### src/rtl/fusa_mon_pkg.sv
// Shared types and helpers for the FuSa error monitor.
// Shared by the monitor top and its per-memory error channels.
package fusa_mon_pkg;

   typedef enum logic [1:0] {
      ST_IDLE  = 2'd0,
      ST_WARN  = 2'd1,
      ST_ALARM = 2'd2
   } fusa_state_e;

   localparam logic SRC_MEM1 = 1'b0;
   localparam logic SRC_MEM2 = 1'b1;

   // Next counter value. Clear wins first, then an event on a decay edge nets to zero change.
   function automatic int unsigned cnt_next(input int unsigned cnt,
                                            input logic        evt,
                                            input logic        dec,
                                            input logic        clr,
                                            input int unsigned cnt_max);
      if (clr)
         cnt_next = evt ? 32'd1 : 32'd0;
      else if (evt && dec && cnt != 0)
         cnt_next = cnt;
      else if (evt)
         cnt_next = (cnt == cnt_max) ? cnt : cnt + 32'd1;
      else if (dec && cnt != 0)
         cnt_next = cnt - 32'd1;
      else
         cnt_next = cnt;
   endfunction

endpackage

### src/rtl/fusa_err_chan.sv
// One memory's error channel: rising-edge event detect plus saturating up/down event counter.
module fusa_err_chan
   import fusa_mon_pkg::*;
#(
   parameter int unsigned CNT_W = 4
) (
   input  logic             clk,
   input  logic             rst,
   input  logic             det,
   input  logic             corr,
   input  logic             clr,
   input  logic             dec,
   output logic             evt,
   output logic             severe,
   output logic [CNT_W-1:0] cnt
);

   localparam int unsigned CNT_MAX = (2 ** CNT_W) - 1;

   logic det_q;

   assign evt    = det & ~det_q;
   assign severe = evt & ~corr;

   always_ff @(posedge clk or posedge rst) begin
      if (rst) begin
         det_q <= 1'b0;
         cnt   <= '0;
      end else begin
         det_q <= det;
         cnt   <= CNT_W'(cnt_next(32'(cnt), evt, dec, clr, CNT_MAX));
      end
   end

endmodule

### src/rtl/fusa_err_monitor.sv
// FuSa error monitor: per-memory event counting, first-error capture, IDLE/WARN/ALARM escalation.
// Define FUSA_LEAK_EN to enable periodic counter decay and WARN->IDLE recovery.
module fusa_err_monitor
   import fusa_mon_pkg::*;
#(
   parameter int unsigned ADDR_W       = 8,
   parameter int unsigned CNT_W        = 4,
   parameter int unsigned ALARM_THRESH = 4,
   parameter int unsigned DECAY_PERIOD = 16
) (
   input  logic              clk,
   input  logic              rst,
   input  logic              mem1_err_detected,
   input  logic              mem1_err_corrected,
   input  logic [ADDR_W-1:0] mem1_addr,
   input  logic              mem2_err_detected,
   input  logic              mem2_err_corrected,
   input  logic [ADDR_W-1:0] mem2_addr,
   input  logic              clr_req,
   output logic              clr_ack,
   output logic [CNT_W-1:0]  mem1_err_cnt,
   output logic [CNT_W-1:0]  mem2_err_cnt,
   output logic [ADDR_W-1:0] first_err_addr,
   output logic              first_err_src,
   output logic              first_err_vld,
   output logic              warn,
   output logic              alarm
);

   localparam int unsigned CNT_MAX = (2 ** CNT_W) - 1;

   if (ALARM_THRESH < 1 || ALARM_THRESH > CNT_MAX || DECAY_PERIOD < 1) begin : g_cfg_err
      $error("fusa_err_monitor: invalid parameter set");
   end

   fusa_state_e state;
   logic        evt1, sev1, evt2, sev2;
   logic        dec, clr_rise;
   logic        any_evt, alarm_hit, decay_idle, vld_eff;
   int unsigned n1, n2;

   assign clr_rise = clr_req & ~clr_ack;

`ifdef FUSA_LEAK_EN
   localparam int unsigned PER_W = (DECAY_PERIOD > 1) ? $clog2(DECAY_PERIOD) : 1;
   logic [PER_W-1:0] period;
   logic             wrap;

   assign wrap = (32'(period) == DECAY_PERIOD - 1);
   assign dec  = wrap & ~clr_rise;

   always_ff @(posedge clk or posedge rst) begin
      if (rst)
         period <= '0;
      else if (clr_rise || wrap)
         period <= '0;
      else
         period <= period + PER_W'(1);
   end
`else
   assign dec = 1'b0;
`endif

   fusa_err_chan #(.CNT_W(CNT_W)) u_chan1 (
      .clk    (clk),
      .rst    (rst),
      .det    (mem1_err_detected),
      .corr   (mem1_err_corrected),
      .clr    (clr_rise),
      .dec    (dec),
      .evt    (evt1),
      .severe (sev1),
      .cnt    (mem1_err_cnt)
   );

   fusa_err_chan #(.CNT_W(CNT_W)) u_chan2 (
      .clk    (clk),
      .rst    (rst),
      .det    (mem2_err_detected),
      .corr   (mem2_err_corrected),
      .clr    (clr_rise),
      .dec    (dec),
      .evt    (evt2),
      .severe (sev2),
      .cnt    (mem2_err_cnt)
   );

   // Post-edge counts let the threshold fire on the same edge as the increment.
   assign n1 = cnt_next(32'(mem1_err_cnt), evt1, dec, clr_rise, CNT_MAX);
   assign n2 = cnt_next(32'(mem2_err_cnt), evt2, dec, clr_rise, CNT_MAX);

   assign any_evt    = evt1 | evt2;
   assign alarm_hit  = sev1 || sev2 || (evt1 && n1 >= ALARM_THRESH) || (evt2 && n2 >= ALARM_THRESH);
   assign decay_idle = dec && (n1 == 0) && (n2 == 0) && (state == ST_WARN);
   assign vld_eff    = first_err_vld & ~clr_rise;

   always_ff @(posedge clk or posedge rst) begin
      if (rst) begin
         state          <= ST_IDLE;
         warn           <= 1'b0;
         alarm          <= 1'b0;
         clr_ack        <= 1'b0;
         first_err_addr <= '0;
         first_err_src  <= SRC_MEM1;
         first_err_vld  <= 1'b0;
      end else begin
         clr_ack <= clr_req;

         // A clear on this edge drops to IDLE before the same-edge events are re-evaluated.
         if (alarm_hit) begin
            state <= ST_ALARM;
            warn  <= 1'b0;
            alarm <= 1'b1;
         end else if (state == ST_ALARM && !clr_rise) begin
            state <= ST_ALARM;
         end else if (any_evt) begin
            state <= ST_WARN;
            warn  <= 1'b1;
            alarm <= 1'b0;
         end else if (clr_rise || decay_idle) begin
            state <= ST_IDLE;
            warn  <= 1'b0;
            alarm <= 1'b0;
         end

         if (!vld_eff && any_evt) begin
            first_err_addr <= evt1 ? mem1_addr : mem2_addr;
            first_err_src  <= evt1 ? SRC_MEM1 : SRC_MEM2;
            first_err_vld  <= 1'b1;
         end else if (clr_rise) begin
            first_err_addr <= '0;
            first_err_src  <= SRC_MEM1;
            first_err_vld  <= 1'b0;
         end
      end
   end

endmodule

### config.mk
export PLATFORM = sky130hd
export DESIGN_NAME = fusa_err_monitor
export DESIGN_NICKNAME = d
export VERILOG_FILES = /design/src/rtl/fusa_mon_pkg.sv /design/src/rtl/fusa_err_chan.sv /design/src/rtl/fusa_err_monitor.sv
export SDC_FILE = /design/constraint.sdc
export NUM_CORES = 1
export LEC_CHECK = 0
export BUFFER_PORTS_ARGS = -buffer_cell sky130_fd_sc_hd__clkbuf_2
export CAP_MARGIN = 20
export CORE_AREA = 3 3 50 70
export DETAILED_ROUTE_END_ITERATION = 16
export DIE_AREA = 0 0 53 73
export GPL_TIMING_DRIVEN = 0
export PLACE_DENSITY = 0.7
export SYNTH_ARGS = -nofsm -noshare
export SYNTH_HDL_FRONTEND = slang
export SYNTH_SLANG_ARGS = --single-unit
### constraint.sdc
create_clock -name clk -period 1.49 [get_ports clk]
set_input_delay 0.149 -clock clk [delete_from_list [all_inputs] [get_ports clk]]
set_output_delay 0.149 -clock clk [all_outputs]
set_load 0.03 [all_outputs]
==> impl_metrics.toml, run 1 <==
[power]
p_int_uw = 1200
clockPowerShare_pct = 21.0
ir_worst_vdd_uv = 852.6
p_sw_share_pct = 34.91
power_frac_seq_pct = 46.2
power.total_uw = 1844
power.switching_uw = 643.6
p_per_area_mw_per_mm2 = 1103
leakage_uw = 0.0008535
pwr-share-comb_pct = 32.9

[floorplan]
io_pins = 44
die-area_mm2 = 0.003869
start_util_pct = 42.06
die_x_um = 53
core_mm2 = 0.002907
row_count = 23
die_y_um = 73

[setup_path]
cp_max_fo = 4
start_kind = "register"
worstPathCellList = "ha_4 -> and2_4 -> a21oi_2 -> o31a_1 -> or3_1"
timing.rr.end = "state[1]$_DFFE_PP0P_"
r2r-start = "u_chan1.cnt[0]$_DFF_PP0_"
critical_path_class = "register to register"
endpoint_kind = "register"
rr_worst_depth = 5
r2r_slack_ns = -0.03
critPathLaunch = "u_chan1.cnt[0]$_DFF_PP0_"
arrival_ns = 1.66
cp-endpoint = "state[1]$_DFFE_PP0P_"
required_ns = 1.63
max_stage_delay_ns = 0.40
slowest_stage = "dfrtp_2"

[clocking]
cts.path.max_buffers = 2
holdBufCountCts = 0
cts_tree = "done"
cts_buffers = 3
cts_num_sinks = 25
clk_pin_slew_ns = 0.08
clk_latency_ns = 0.26
htreeDepth = 1
cts_root_buf = "clkbuf_8"

[cells_and_area]
nets = 204
diodes = 0
nFillCells = 274
multi_input_area_um2 = 591.8
syn_to_final_growth_pct = 36.74
design_area_mm2 = 0.001672
drive_above_1_share_pct = 42.70
ff_latch_area_um2 = 631.9

[worst_hold_path]
hold_class = "input pin to register"

[status]
violations = "setup timing"
status = "finished with violations"

[detailed_routing]
first_iter_violations = 47
drt-pass1-iter-count = 4
dr_total_vias = 1151
ant_nets = 0
wl_per_cell_um = 14.39
drcViolationCount = 0
vias_per_cell = 5.353
drt_wl_total_um = 3093

[synthesis]
ys_seq_area_share_pct = 51.18
yosys.cell_types.count = 29
syn-mean-instance-area_um2 = 10.02
synth_nets = 147
ys_warn_count = 0
syn_inst = 122
netlist_area_mm2 = 0.001222
ys_ff_latch = 25

[timing]
fmax_mhz = 656.4
finalHoldViolCount = 0
report.final.slew_viol_count = 0
setup_ws_ns = -0.03347
setup_viol = 2
fin_skew_ns = 0.003863
period_share_pct = 102.2
worst_slew_pin_slew_ns = 0.9464
totalNegativeSetupSlack_ns = -0.03535
relSlewSlack_pct = 36.84
rsz0062_at_grt = "yes"
finalCriticalPeriod_ns = 1.523

[global_route]
antenna_found_initial = 0
grt_pass1_vias = 1133
grt_pass1_wl_um = 5181
overflow = 0
grt_max_degree = 26
track_usage_pct = 17.57

[place]
portBuffers = 43
place_area_mm2 = 0.001536
routabilityCongestion = 0.6867
hpwl_um = 2237

[job]
maxCapViolCount = 0
-- cell usage after synthesis --
master	count	share of area [%]
a21oi_1	9	3.7
nand2_1	6	1.8
and2_2	1	0.61
o31a_1	2	1.4
mux2i_1	10	8.2
a211o_1	1	0.72
o21ai_0	2	0.82
a211oi_1	2	1.2
nand4_1	1	0.51
a22o_1	1	0.72
buf_6	1	0.92
and2_4	1	0.72
a311o_1	1	0.82
a21o_1	2	1.2
o221ai_1	1	0.72
o21ai_1	9	3.7
buf_1	1	0.31
nand3_1	11	4.5
nor3_1	4	1.6
or3_1	2	1.0
inv_1	6	1.8
nor2b_1	3	1.5
a311oi_1	2	1.4
a22oi_1	2	1.2
dfrtp_1	25	51
nand2b_1	3	1.5
ha_1	2	2.0
nor2_1	6	1.8
buf_2	5	2.0
-- sequential cells by signal, indices dropped and copies added (netlist names) --
name / cells
alarm: 1
u_chan1.cnt: 4
warn: 1
first_err_vld: 1
state: 2
u_chan2.cnt: 4
u_chan2.det_q: 1
u_chan1.det_q: 1
first_err_src: 1
clr_ack: 1
first_err_addr: 8
-- through the flow --
stage	hold slack, ns	std cells	worst slack [ns]	utilization, %
after CTS	0.01514	212	-0.01264	56.26
after floorplan	0.1760	122	-0.09860	-
after global routing	0.01434	215	-0.08023	57.51
after global placement	0.2841	202	-0.06029	52.86
after detailed placement	0.2891	202	-0.08645	52.86
final	0.01429	215	-0.03347	57.51
-- power by group through the flow --
stage	registers, µW	logic (µW)	clock network, µW
3_5_place_dp	877	539	0
6_report	851	606	387
5_1_grt	864	666	428
2_1_floorplan	1020	217	0
3_3_place_gp	871	523	0
4_1_cts	849	595	394
-- final cells by class --
class,count,area share [%]
multi-input cells,84,35.40
plain buffers,6,2.620
clock buffers,4,2.695
flip-flops and latches,25,37.80
repair buffers,53,17.37
inverters,6,1.347
well taps,37,2.769
-- metal layers --
| metal | global-route usage, % | vias to the layer above | part of all wire, % |
|---|---|---|---|
| li1 | - | 549 | - |
| met1 | 22.11 | 559 | 39 |
| met2 | 30.39 | 39 | 53 |
| met3 | 2.658 | 4 | 6.6 |
| met4 | 5.398 | 0 | 0.94 |
| met5 | 0 | - | 0 |
-- how the worst min path moves through the flow --
stage | startpoint | to | slack (ns) | cells after the start
2_1_floorplan | rst | alarm$_DFFE_PP0P_ | 0.18 | 1
4_1_cts | mem1_err_detected | u_chan1.det_q$_DFF_PP0_ | 0.02 | 1
3_3_place_gp | mem1_err_detected | u_chan1.det_q$_DFF_PP0_ | 0.28 | 1
3_5_place_dp | mem1_err_detected | u_chan1.det_q$_DFF_PP0_ | 0.29 | 1
5_1_grt | mem1_err_detected | u_chan1.det_q$_DFF_PP0_ | 0.01 | 1
6_report | mem1_err_detected | u_chan1.det_q$_DFF_PP0_ | 0.01 | 1
-- cells in the final DEF (no fill, tap or decap), drive strengths merged, types with 2 or more instances in the layout --
cell / count
a211oi: 2
a21o: 2
a21oi: 9
a22oi: 2
a311oi: 2
and2: 2
buf: 16
clkbuf: 47
dfrtp: 25
ha: 2
inv: 6
mux2i: 10
nand2: 6
nand2b: 3
nand3: 11
nor2: 6
nor2b: 3
nor3: 4
o21ai: 11
o31a: 2
or3: 2
-- kinds of logic (layout without fill, tap and decap cells) --
group,after synthesis,count (layout),synth area share [%]
adders and majority gates,2,2,2.047
and+or+nand+nor,38,38,15.76
buffers and inverters,13,69,5.117
muxes,10,10,8.189
AOI/OAI and AO/OA,34,34,17.71
DFF,25,25,51.18
-- critical path, delay by kind of cell, from the launching register on --
kind | cells | cell delay (ns)
AOI/OAI and AO/OA | 2 | 0.37
adders and majority gates | 1 | 0.16
DFF | 1 | 0.40
and+or+nand+nor | 2 | 0.48
-- repair_timing --
item / CTS / global route
endpoints found under the setup margin: 2 / 7
buffers inserted: 6 / 4
gates resized for setup: 3 / 4
pin swaps: 1 / 6
cloned: 0 / 0
Note: power is estimated with default switching activity, not from simulation.
==> inputs of run 2 (changes only) <==
--- a/config.mk
+++ b/config.mk
@@ -11,7 +11,7 @@
 export DETAILED_ROUTE_END_ITERATION = 16
 export DIE_AREA = 0 0 53 73
 export GPL_TIMING_DRIVEN = 0
-export PLACE_DENSITY = 0.7
+export PLACE_DENSITY_LB_ADDON = 0.1
 export SYNTH_ARGS = -nofsm -noshare
 export SYNTH_HDL_FRONTEND = slang
 export SYNTH_SLANG_ARGS = --single-unit
==> run 2 against run 1 <==
Effect of this change:
- the run still ends with setup timing left
- register-to-register slack gained 0.02 ns
- first-iteration DRC count shrank 28%
- clock power grew 3%
- sequential share of layout area grew 0.69 points
- core utilization shrank 1.0 points
- final cell count shrank 0.93%
- count of clock-buffer cells in the layout is the same
- combinational power shrank 2%
- worst setup slack gained 0.022 ns
- wire length shrank 2.4%
- critical path type unchanged
- largest power group unchanged
- highest routed layer unchanged
==> impl_metrics.toml, run 2 (same netlist as run 1, synthesis figures left out) <==
[status]
status = "finished with violations"
violations = "setup timing"

[timing]
setup_ws_ns = -0.01102
rsz0062_at_grt = "yes"
period_share_pct = 100.7
report.final.slew_viol_count = 0
setup_viol = 2
relSlewSlack_pct = 37.36
fmax_mhz = 666.2
finalCriticalPeriod_ns = 1.501
worst_slew_pin_slew_ns = 0.9386
hold-worst-slack_ns = 0.01629
fin_skew_ns = 0.003303
finalHoldViolCount = 0

[clocking]
clk_latency_ns = 0.27
cts_root_buf = "clkbuf_8"
cts_num_sinks = 25
htreeDepth = 1
clk_pin_slew_ns = 0.09
cts_tree = "done"
cts_buffers = 3
cts.path.max_buffers = 2

[floorplan]
row_count = 23
die_y_um = 73
io_pins = 44
die_x_um = 53
core_mm2 = 0.002907
start_util_pct = 42.06
die-area_mm2 = 0.003869

[setup_path]
timing.rr.end = "state[1]$_DFFE_PP0P_"
start_kind = "register"
slowest_stage = "dfrtp_2"
cp_max_fo = 4
max_stage_delay_ns = 0.39
r2r_slack_ns = -0.01
cp-endpoint = "state[1]$_DFFE_PP0P_"
worstPathCellList = "ha_4 -> and2_4 -> a21oi_1 -> o31a_1 -> or3_1"
r2r-start = "u_chan2.cnt[1]$_DFF_PP0_"
critical_path_class = "register to register"
critPathLaunch = "u_chan2.cnt[1]$_DFF_PP0_"
arrival_ns = 1.65
endpoint_kind = "register"
rr_worst_depth = 5
required_ns = 1.64

[cells_and_area]
largest_register_ffs = 8
diodes = 0
final_cell_mix = "43 x clkbuf_2, 20 x dfrtp_1, 11 x nand3_1, 10 x mux2i_1, 9 x o21ai_1"
layout_commonest_cell = "clkbuf_2"
finalNonFillerCells = 213
nets = 202
top_regs = "first_err_addr: 8 flops, u_chan1.cnt: 4 flops, u_chan2.cnt: 4 flops"
utilization_pct = 56.48
syn_to_final_growth_pct = 34.29
drive_above_1_share_pct = 40.91
top_register = "first_err_addr"

[global_route]
antenna_found_initial = 0
grt_pass1_vias = 1166
grt_max_degree = 26
track_usage_pct = 17.90
overflow = 0
grt_pass1_wl_um = 5202

[detailed_routing]
ant_nets = 0
first_iter_violations = 34
vias_per_cell = 5.296
drt_wl_total_um = 3019
dr_total_vias = 1128
wl_per_cell_um = 14.17
drt-pass1-iter-count = 4
drcViolationCount = 0

[power]
power.total_uw = 1839
ir_worst_vdd_uv = 509.7
p_per_area_mw_per_mm2 = 1120
leakage_uw = 0.0008419

[place]
routabilityCongestion = 0.7421
hpwl_um = 2173
dp.cells = 202
portBuffers = 43
pre_cts_slack_ns = -0.07958

[job]
maxCapViolCount = 0

[worst_hold_path]
hold_class = "input pin to register"
## run 2: area by class of cell
type / count / area, µm²
Fill cell: 279 / 1265
Clock buffer: 4 / 45.04
Buffer: 6 / 41.29
Inverter: 6 / 22.52
Sequential cell: 25 / 631.9
Timing Repair Buffer: 51 / 275.3
Multi-Input combinational cell: 84 / 579.3
Tap cell: 37 / 46.29
## run 2: how the worst min path moves through the flow
stage | startpoint | slack, ns | end | cells after the start
after global placement | mem2_err_detected | 0.28 | u_chan2.det_q$_DFF_PP0_ | 1
after global routing | mem2_err_detected | 0.02 | u_chan2.det_q$_DFF_PP0_ | 1
final | mem1_err_detected | 0.02 | u_chan1.det_q$_DFF_PP0_ | 1
after detailed placement | mem2_err_detected | 0.29 | u_chan2.det_q$_DFF_PP0_ | 1
after CTS | mem2_err_detected | 0.01 | u_chan2.det_q$_DFF_PP0_ | 1
after floorplan | rst | 0.18 | alarm$_DFFE_PP0P_ | 1
## run 2: where the power goes
part           internal (µW)  total (µW)  switching, µW
clock network            191         400            209
registers                776         846           70.5
logic                    227         592            365
total                   1190        1840            645
## run 2: per-stage QoR
step,cell area [µm²],setup TNS [ns]
floorplan,1275,-0.1931
detailed placement,1536,-0.1582
global placement,1536,-0.1338
global route,1642,-0.1887
CTS,1634,-0.01854
finish,1642,-0.02180
## run 2: worst max-delay path, delay by kind of cell (launching register included)
family                   cells  cell delay (ns)
AND/OR/NAND/NOR              2             0.51
adder cells (fa/ha/maj)      1             0.14
flip-flops                   1             0.39
AO/OA/AOI/OAI                2             0.34
## run 2: repair_timing
action,4_1_cts,5_1_grt
pin swaps,1,2
setup buffers,7,1
resized for setup,0,2
hold buffers,0,0
setup endpoints to repair,2,5
## run 2: metal layers
| metal | share of wire, % | track usage [%] | vias to the layer above |
|---|---|---|---|
| met1 | 39 | 20.37 | 543 |
| met2 | 54 | 32.73 | 33 |
| met5 | 0 | 0 | - |
| met4 | 1.7 | 7.670 | 0 |
| met3 | 4.4 | 1.840 | 4 |
| li1 | - | - | 548 |
